$ cat config.mk
export PLATFORM = sky130hd
export DESIGN_NAME = dbg_cmd_client_flat
export DESIGN_NICKNAME = d
export VERILOG_FILES = /design/src/rtl/dbg_cmd_client_if.sv /design/src/rtl/dbg_cmd_client.sv /design/src/flat_wrapper.sv
export SDC_FILE = /design/constraint.sdc
export NUM_CORES = 1
export LEC_CHECK = 0
export BUFFER_PORTS_ARGS = -buffer_cell sky130_fd_sc_hd__buf_2
export CAP_MARGIN = 25
export CORE_AREA = 10 10 251 253
export DETAILED_ROUTE_END_ITERATION = 10
export DIE_AREA = 0 0 261 263
export PLACE_DENSITY = 0.41
export REMOVE_ABC_BUFFERS = 1
export SYNTH_ARGS = -nofsm -noshare
export SYNTH_HDL_FRONTEND = slang
export SYNTH_SLANG_ARGS = --single-unit
$ cat constraint.sdc
create_clock -name clk -period 5.4 [get_ports clk]
set_input_delay 0.81 -clock clk [delete_from_list [all_inputs] [get_ports clk]]
set_output_delay 0.81 -clock clk [all_outputs]
set_load 0.005 [all_outputs]
$ cat src/rtl/dbg_cmd_client_if.sv
// String-buffer link between the UART debug top (master) and the fabric-side
// command client (slave): one received-line handshake and one send handshake.
interface dbg_cmd_client_if #(
  parameter int SIZE = 32
);
  logic [SIZE*8-1:0] line_i;
  logic              line_i_trigger;
  logic              line_i_ready;
  logic [SIZE*8-1:0] str_o;
  logic              str_o_trigger;
  logic              str_o_ready;

  modport master (
    output line_i, line_i_trigger, str_o_ready,
    input  line_i_ready, str_o, str_o_trigger
  );

  modport slave (
    input  line_i, line_i_trigger, str_o_ready,
    output line_i_ready, str_o, str_o_trigger
  );
endinterface

$ cat src/rtl/dbg_cmd_client.sv
// Fabric-side debug command processor. Takes one text line from the UART
// top, parses "Rn" (peek) or "Wn HH" (poke), runs it against a small byte
// register file and hands back a four-character ASCII reply.
module dbg_cmd_client #(
  parameter int SIZE = 32,
  parameter int REGS = 16
) (
  input  logic              clk,
  input  logic              rst,
  dbg_cmd_client_if.slave   bus,
  output logic [REGS*8-1:0] regs_o,
  output logic [15:0]       cmd_count,
  output logic [7:0]        err_count
);

  if (SIZE < 8) begin : g_size_chk
    $error("dbg_cmd_client: SIZE must be at least 8");
  end
  if (REGS < 1 || REGS > 16) begin : g_regs_chk
    $error("dbg_cmd_client: REGS must be in 1..16");
  end

  typedef enum logic [2:0] {IDLE, WAIT_LINE, PARSE, EXEC, LOAD, SEND} state_t;
  typedef enum logic [1:0] {K_READ, K_WRITE, K_ERR} kind_t;

  // {valid, value} for one ASCII hex digit, either case.
  function automatic logic [4:0] hex_decode(input logic [7:0] c);
    if (c >= 8'h30 && c <= 8'h39)      return {1'b1, c[3:0]};
    else if (c >= 8'h41 && c <= 8'h46) return {1'b1, c[3:0] + 4'd9};
    else if (c >= 8'h61 && c <= 8'h66) return {1'b1, c[3:0] + 4'd9};
    else                               return 5'd0;
  endfunction

  // Uppercase ASCII for one nibble.
  function automatic logic [7:0] hex_char(input logic [3:0] n);
    return (n < 4'd10) ? {4'h3, n} : {4'h4, n - 4'd9};
  endfunction

  function automatic logic [7:0] sat_inc8(input logic [7:0] v);
    return (v == 8'hFF) ? v : v + 8'd1;
  endfunction

  state_t      state;
  logic        trig_d;
  logic [47:0] line_q;
  kind_t       kind_q;
  logic [3:0]  addr_q;
  logic [7:0]  wdata_q;
  logic [7:0]  rd_q;

  // Only the first six characters can form a legal command.
  logic unused_line_tail;
  assign unused_line_tail = ^bus.line_i[SIZE*8-1:48];

  logic accept;
  assign accept = (state == WAIT_LINE) && bus.line_i_trigger && !trig_d;

  logic [7:0] b0, b1, b2, b3, b4, b5;
  assign b0 = line_q[7:0];
  assign b1 = line_q[15:8];
  assign b2 = line_q[23:16];
  assign b3 = line_q[31:24];
  assign b4 = line_q[39:32];
  assign b5 = line_q[47:40];

  logic [4:0] h1, h3, h4;
  assign h1 = hex_decode(b1);
  assign h3 = hex_decode(b3);
  assign h4 = hex_decode(b4);

  logic addr_ok, rd_ok, wr_ok;
  assign addr_ok = h1[4] && (32'(h1[3:0]) < REGS);
  assign rd_ok   = (b0 == 8'h52 || b0 == 8'h72) && addr_ok && (b2 == 8'h0D);
  assign wr_ok   = (b0 == 8'h57 || b0 == 8'h77) && addr_ok && (b2 == 8'h20)
                   && h3[4] && h4[4] && (b5 == 8'h0D);

  // Reply image for the command decided in PARSE; everything past byte 3 is zero.
  logic [SIZE*8-1:0] reply;
  always_comb begin
    reply = '0;
    unique case (kind_q)
      K_READ:  reply[31:0] = {8'h0A, 8'h0D, hex_char(rd_q[3:0]), hex_char(rd_q[7:4])};
      K_WRITE: reply[31:0] = 32'h0A0D_4B4F;
      default: reply[31:0] = 32'h0A0D_5245;
    endcase
  end

  // Command datapath: line capture, decode results and read snapshot.
  always_ff @(posedge clk) begin
    if (accept) line_q <= bus.line_i[47:0];
    if (state == PARSE) begin
      kind_q  <= rd_ok ? K_READ : (wr_ok ? K_WRITE : K_ERR);
      addr_q  <= h1[3:0];
      wdata_q <= {h3[3:0], h4[3:0]};
    end
    if (state == EXEC && kind_q == K_READ) rd_q <= regs_o[int'(addr_q)*8 +: 8];
  end

  // Control FSM with registered handshakes, register file and counters.
  always_ff @(posedge clk) begin
    if (rst) begin
      state             <= IDLE;
      trig_d            <= 1'b0;
      bus.line_i_ready  <= 1'b0;
      bus.str_o         <= '0;
      bus.str_o_trigger <= 1'b0;
      regs_o            <= '0;
      cmd_count         <= 16'd0;
      err_count         <= 8'd0;
    end else begin
      trig_d <= bus.line_i_trigger;
      unique case (state)
        IDLE: begin
          bus.line_i_ready <= 1'b1;
          state            <= WAIT_LINE;
        end
        WAIT_LINE: begin
          if (accept) begin
            bus.line_i_ready <= 1'b0;
            cmd_count        <= cmd_count + 16'd1;
            state            <= PARSE;
          end
        end
        PARSE: state <= EXEC;
        EXEC: begin
          if (kind_q == K_WRITE) regs_o[int'(addr_q)*8 +: 8] <= wdata_q;
          else if (kind_q == K_ERR) err_count <= sat_inc8(err_count);
          state <= LOAD;
        end
        LOAD: begin
          bus.str_o         <= reply;
          bus.str_o_trigger <= 1'b1;
          state             <= SEND;
        end
        SEND: begin
          // Trigger must fall before the UART top goes idle or it resends.
          if (bus.str_o_ready) begin
            bus.str_o_trigger <= 1'b0;
            state             <= IDLE;
          end
        end
        default: state <= IDLE;
      endcase
    end
  end

endmodule

$ cat src/flat_wrapper.sv
// flat-port wrapper written by rule: the top's interface ports become plain ports
module dbg_cmd_client_flat 
#(
  parameter int SIZE = 32,
  parameter int REGS = 16
)
  (clk, rst, regs_o, cmd_count, err_count, bus_line_i, bus_line_i_trigger, bus_str_o_ready, bus_line_i_ready, bus_str_o, bus_str_o_trigger);
  dbg_cmd_client_if #(.SIZE(SIZE)) bus_i ();
  input  logic clk;
  input  logic rst;
  output logic [REGS*8-1:0] regs_o;
  output logic [15:0] cmd_count;
  output logic [7:0] err_count;
  input wire logic [$bits(bus_i.line_i)-1:0] bus_line_i;
  input wire logic [$bits(bus_i.line_i_trigger)-1:0] bus_line_i_trigger;
  input wire logic [$bits(bus_i.str_o_ready)-1:0] bus_str_o_ready;
  output wire logic [$bits(bus_i.line_i_ready)-1:0] bus_line_i_ready;
  output wire logic [$bits(bus_i.str_o)-1:0] bus_str_o;
  output wire logic [$bits(bus_i.str_o_trigger)-1:0] bus_str_o_trigger;
  assign bus_i.line_i = bus_line_i;
  assign bus_i.line_i_trigger = bus_line_i_trigger;
  assign bus_i.str_o_ready = bus_str_o_ready;
  assign bus_line_i_ready = bus_i.line_i_ready;
  assign bus_str_o = bus_i.str_o;
  assign bus_str_o_trigger = bus_i.str_o_trigger;
  dbg_cmd_client #(.SIZE(SIZE), .REGS(REGS)) u_core (.clk(clk), .rst(rst), .bus(bus_i), .regs_o(regs_o), .cmd_count(cmd_count), .err_count(err_count));
endmodule
==> results of run 1 <==
[per-layer routing]
layer  global-route usage [%]  up-vias  part of all wire, %
met5                        0        -                    0
met4                     2.53        0                  1.6
met3                     5.29       42                   13
met2                     20.3      468                   44
met1                     16.6     4435                   42
li1                         -     4251                    -
[path summary, 6_finish.rpt]
path | start | end | depth (start not counted)
max | u_core.addr_q[1] | u_core.regs_o[27] | 6
min | bus_line_i[39] | u_core.line_q[39] | 1
max reg2reg | u_core.addr_q[1] | u_core.regs_o[27] | 6
min reg2reg | u_core.bus.str_o[8] | u_core.bus.str_o[8] | 2
[Yosys cell counts, drive strengths merged (4+ instances only)]
cell	count	area, µm²
nor4	4	31.3
mux2i	14	140
or3	7	43.8
xnor2	12	105
nand4	8	50.1
inv	22	82.6
nor3	22	110
nor2	54	203
nor4b	5	95.1
a31oi	13	81.3
dfxtp	172	3440
and3	12	75.1
o21ai	119	596
nand3b	116	883
nand3	31	160
a211oi	4	35.0
clkbuf	27	101
ha	21	263
xor2	11	96.3
nand2	92	345
edfxtp	69	2070
or4b	5	50.1
mux4	32	721
nor3b	6	50.1
buf	269	1960
a21oi	29	145
[power groups by stage]
stage,Combinational (µW),Clock (µW),Sequential [µW]
6_report,176,2190,1910
5_1_grt,197,2300,1910
4_1_cts,166,2240,1910
3_5_place_dp,166,0,1950
3_3_place_gp,165,0,1950
2_1_floorplan,96.6,0,1940
[worst max-delay path, delay by kind of cell (launching register included)]
family,cells,cell delay [ns]
simple gates,2,1.23
xor+xnor,1,0.61
fa+ha+maj,1,0.46
buf+inv,1,0.44
flops,1,0.38
compound gates,1,0.11
[per-stage QoR]
stage               utilization, %  area (µm²)  instances  setup slack (ns)
detailed placement            22.8       13300       2165              1.96
floorplan                        -       11100       1157              1.96
global placement              22.8       13300       2164              2.00
CTS                           24.6       14300       2220              1.95
global route                  24.7       14400       2223              1.77
finish                        24.7       14400       2223              1.99
[state kept, by name, summed over array words and instances, names as in the netlist]
name                      count
u_core.err_count              8
u_core.addr_q                 4
u_core.trig_d                 1
u_core.kind_q                 2
u_core.state                  3
u_core.rd_q                   8
u_core.bus.str_o_trigger      1
u_core.line_q                47
u_core.bus.line_i_ready       1
u_core.regs_o               128
u_core.wdata_q                8
u_core.bus.str_o             14
u_core.cmd_count             16
[cell type report]
class | instances | share of cell area [%]
clock buffers | 40 | 5.99
well taps | 773 | 6.73
flip-flops and latches | 241 | 38.4
diodes | 1 | 0.0174
multi-input cells | 892 | 38.3
clock inverters | 15 | 1.43
inverters | 24 | 0.627
repair buffers | 237 | 8.53
[cell families (layout without fill, tap and decap cells)]
logic type | after synthesis | in the layout | synth area share (%)
other | 1 | 238 | 0.0306
and+or+nand+nor | 372 | 372 | 17.7
DFF | 241 | 241 | 44.9
AOI/OAI and AO/OA | 190 | 190 | 8.75
muxes | 49 | 49 | 7.29
xor gates and xnor gates | 23 | 23 | 1.64
adders and majority gates | 21 | 21 | 2.14
buffers and inverters | 320 | 316 | 17.5
==> flow_summary.ini, run 1 <==
[floorplan]
rows = 89
dieWidth_um = 261
io_pins = 670
die_height_um = 263
start_util_pct = 21.1
core_mm2 = 0.0582
dieArea_mm2 = 0.0686

[place]
dp_hpwl_um = 36500
place_congestion = 0.771
place.port_buffers = 223

[synthesis]
synth.distinct_cells = 60
async_flop_share_pct = 0
synth.avg_cell_area_um2 = 10.1
synth-main-ff-cell = dfxtp_1
ys_warn_count = 0
synthCells = 1217
synth_area_mm2 = 0.0123
seq_area_frac_synth_pct = 44.9
synth_edf_count = 69
synth_seq_cells = 241

[run_status]
status = completed

[cts]
cts-resized-gates = 0
cts-htree-levels = 1
cts_tree = built
clock-sinks = 241
clkLatencyLatePin_ns = 0.58
clk_pin_slew_ns = 0.06
cts_setup_buffers = 0
cts_buffer_depth = 3
root_buffer = clkbuf_16
numCtsBuffers = 30
hold_buffers = 0

[routing]
vias = 9196
wl_per_cell_um = 21.4
drt-total-wl_um = 47600
drt-pass1-iter-count = 5
drc_errors = 0
viasPerCell = 4.14
ant_nets = 0
first_iter_violations = 488

[timing]
finalMaxSlewViolations = 0
hold_slack_ns = 0.412
slew_headroom_pct = 28.7
finalCritPeriodShare_pct = 63.2
finalHoldViolations = 0
grt_setup_unrepaired = false
period_needed_ns = 3.41
setup_violations = 0
tightest_slew_ns = 1.07
finalClockSkew_ns = 0.0114
max_freq_mhz = 293
setup_tns_ns = 0

[worst_setup_path]
timing.reg2reg.setup_slack_ns = 1.99
required_ns = 5.82
cp_cell_sequence = clkinv_1 -> ha_1 -> xnor2_1 -> nand3_1 -> nand3b_1 -> o21ai_0
end_kind = register
cp_max_fo = 16
start_kind = register
cp.arrival_ns = 3.83
crit_slowest_cell = nand3_1
critical-path-max-stage-delay_ns = 0.90
critical_path_class = register to register

[finish]
syn_to_final_growth_pct = 17.1
layout-drive-gt1-share_pct = 23.3
mostFrequentLayoutCells = 237 x conb_1, 222 x buf_2, 172 x dfxtp_1, 118 x o21ai_0, 115 x nand3b_1
regArea_mm2 = 0.00552
multi_input_area_mm2 = 0.00550
final_common_cell = conb_1
fillers = 6258
layout.nets = 1707

[power_and_ir_drop]
p_clk_share_pct = 51.3
p_sw_uw = 982
leakage_uw = 0.00587
p_sw_share_pct = 23.0
ir_drop_v = 0.000229
total_power_uw = 4270
combPwrFrac_pct = 4.1
p_int_uw = 3290
power_density_mw_per_mm2 = 297
p_seq_share_pct = 44.6

[grt]
grt_use_total_pct = 13.0
antenna_found_initial = 1
grt_pass1_vias = 8882
grt_max_degree = 91
grt_overflow = 0
grt_pass1_wl_um = 65500

[run]
cap_violations = 0

[min_path]
min_path_type = input pin to register
Note: power is estimated with default switching activity, not from simulation.
==> run 2: changes to the inputs <==
--- a/config.mk
+++ b/config.mk
@@ -10,7 +10,7 @@
 export CORE_AREA = 10 10 251 253
 export DETAILED_ROUTE_END_ITERATION = 10
 export DIE_AREA = 0 0 261 263
-export PLACE_DENSITY = 0.41
+export PLACE_DENSITY = 0.43
 export REMOVE_ABC_BUFFERS = 1
 export SYNTH_ARGS = -nofsm -noshare
 export SYNTH_HDL_FRONTEND = slang
==> constraint.sdc (replaced) <==
create_clock -name clk -period 3 [get_ports clk]
set_input_delay 0.45 -clock clk [delete_from_list [all_inputs] [get_ports clk]]
set_output_delay 0.45 -clock clk [all_outputs]
set_load 0.005 [all_outputs]
==> run 2 against run 1 <==
Compared with the run above:
- via count grew 2.3%
- sequential share of layout area is 0.74 points lower
- global-route usage about the same
- hold slack got worse by 0.39 ns
- worst setup slack worse by 1.6 ns
- fmax is 31% higher
- combinational power increased by 90%
- clock power up 63%
- sequential power rose by 80%
- critical path type unchanged
- critical endpoint is now u_core.regs_o[10]
- largest power group unchanged
- highest routed layer unchanged
==> flow_summary.ini, run 2 (same netlist as run 1, synthesis figures left out) <==
[power_and_ir_drop]
power_density_mw_per_mm2 = 500
leakage_uw = 0.00603
ir_drop_v = 0.000450

[grt]
antenna_found_initial = 3
grt_pass1_wl_um = 65600
grt_max_degree = 117
grt_pass1_vias = 8962
grt_use_total_pct = 13.0
grt_overflow = 0

[timing]
period_needed_ns = 2.61
grt_setup_unrepaired = false
finalCritPeriodShare_pct = 87.1
finalMaxSlewViolations = 0
finalHoldViolations = 0
slew_headroom_pct = 27.9
fin_ws_ns = 0.387
tightest_slew_ns = 1.07
setup_tns_ns = 0
max_freq_mhz = 383
finalClockSkew_ns = 0.0524
setup_violations = 0

[run]
cap_violations = 0

[finish]
layout-drive-gt1-share_pct = 24.8
fillers = 6273
final_cells = 2267
layout.nets = 1750
regMostFlops = u_core.regs_o
reg.largest.list = u_core.regs_o x128, u_core.line_q x47, u_core.cmd_count x16
final_common_cell = conb_1
mostFrequentLayoutCells = 237 x conb_1, 222 x buf_2, 172 x dfxtp_1, 118 x o21ai_0, 115 x nand3b_1
syn_to_final_growth_pct = 19.4
largest_reg_flops = 128

[routing]
drt-total-wl_um = 48000
first_iter_violations = 600
drt-pass1-iter-count = 5
drc_errors = 0
viasPerCell = 4.15
vias = 9410
wl_per_cell_um = 21.2
ant_nets = 0

[cts]
cts_tree = built
cts-htree-levels = 1
cts_setup_buffers = 0
cts_buffer_depth = 3
clk_pin_slew_ns = 0.06
clkLatencyLatePin_ns = 0.61
clock-sinks = 241
numCtsBuffers = 30
root_buffer = clkbuf_16

[floorplan]
die_height_um = 263
dieArea_mm2 = 0.0686
start_util_pct = 21.1
dieWidth_um = 261
rows = 89
io_pins = 670
core_mm2 = 0.0582

[place]
place.port_buffers = 223
dp_slack_ns = 0.390
place_congestion = 0.805
placed_cells = 2202
dp_hpwl_um = 37700

[worst_setup_path]
critical-path-max-stage-delay_ns = 0.52
critical_path.startpoint = u_core.addr_q[0]
end_kind = register
required_ns = 3.48
cp_max_fo = 12
cp.arrival_ns = 3.09
critical_path_class = register to register
reg2reg_from = u_core.addr_q[0]
reg2reg_depth = 8
timing.reg2reg.setup_slack_ns = 0.39
start_kind = register
crit_slowest_cell = nor4b_4
cp_cell_sequence = nor3_1 -> ha_1 -> inv_1 -> nor4b_4 -> nand3_1 -> buf_4 -> nand3b_1 -> o21ai_0
critical_path.endpoint = u_core.regs_o[10]
reg2reg_to = u_core.regs_o[10]

[run_status]
status = completed

[min_path]
min_path_type = input pin to register
## run 2: how the worst min path moves through the flow
stage                        start                  end  slack, ns  depth (start not counted)
4_1_cts             bus_line_i[24]    u_core.line_q[24]     0.0002                          1
3_5_place_dp   u_core.bus.str_o[8]  u_core.bus.str_o[8]       0.45                          2
2_1_floorplan  u_core.bus.str_o[8]  u_core.bus.str_o[8]       0.44                          2
3_3_place_gp   u_core.bus.str_o[8]  u_core.bus.str_o[8]       0.44                          2
6_report            bus_line_i[24]    u_core.line_q[24]       0.02                          1
5_1_grt             bus_line_i[24]    u_core.line_q[24]      0.005                          1
## run 2: area by class of cell
class	instances	area (µm²)	share of cell area (%)
antenna	1	2.50	0.0171
clock buffer	43	860	5.87
clock inverter	13	116	0.794
sequential	241	5520	37.6
inverter	24	90.1	0.615
multi-input combinational	892	5500	37.5
timing repair buffer	280	1600	10.9
tap	773	967	6.60
## run 2: through the flow
stage	area [µm²]	hold WS (ns)	total power (µW)	util (%)
3_3_place_gp	13600	0.441	3810	23.3
3_5_place_dp	13600	0.446	3810	23.3
2_1_floorplan	11100	0.442	3670	-
6_report	14700	0.0219	7320	25.2
5_1_grt	14700	0.00534	7600	25.2
4_1_cts	14600	0.000221	7410	25.2
## run 2: report_power, final
group	internal [µW]	leakage (µW)	switching [µW]	total [µW]
logic	112	0.00351	222	334
clock network	2080	0.000485	1480	3560
registers	3390	0.00204	37.2	3430
## run 2: critical path: cells and delay by family (launching register included)
| family | cells | cell delay (ns) |
|---|---|---|
| simple gates | 4 | 1.29 |
| fa+ha+maj | 1 | 0.27 |
| compound gates | 1 | 0.08 |
| flops | 1 | 0.45 |
| buf+inv | 2 | 0.44 |
## run 2: layer usage
metal	up-vias	wire, µm	part of all wire [%]	track usage (%)
met4	0	1190	2.5	3.47
met1	4531	19600	41	16.4
met5	-	0	0	0
met3	46	6300	13	5.01
met2	493	20900	44	20.3
li1	4340	-	-	-
## run 2: repair_timing
item                                   in CTS  in global routing
hold buffers                                8                  0
resized for setup                           0                  0
endpoints found under the hold margin       8                  0
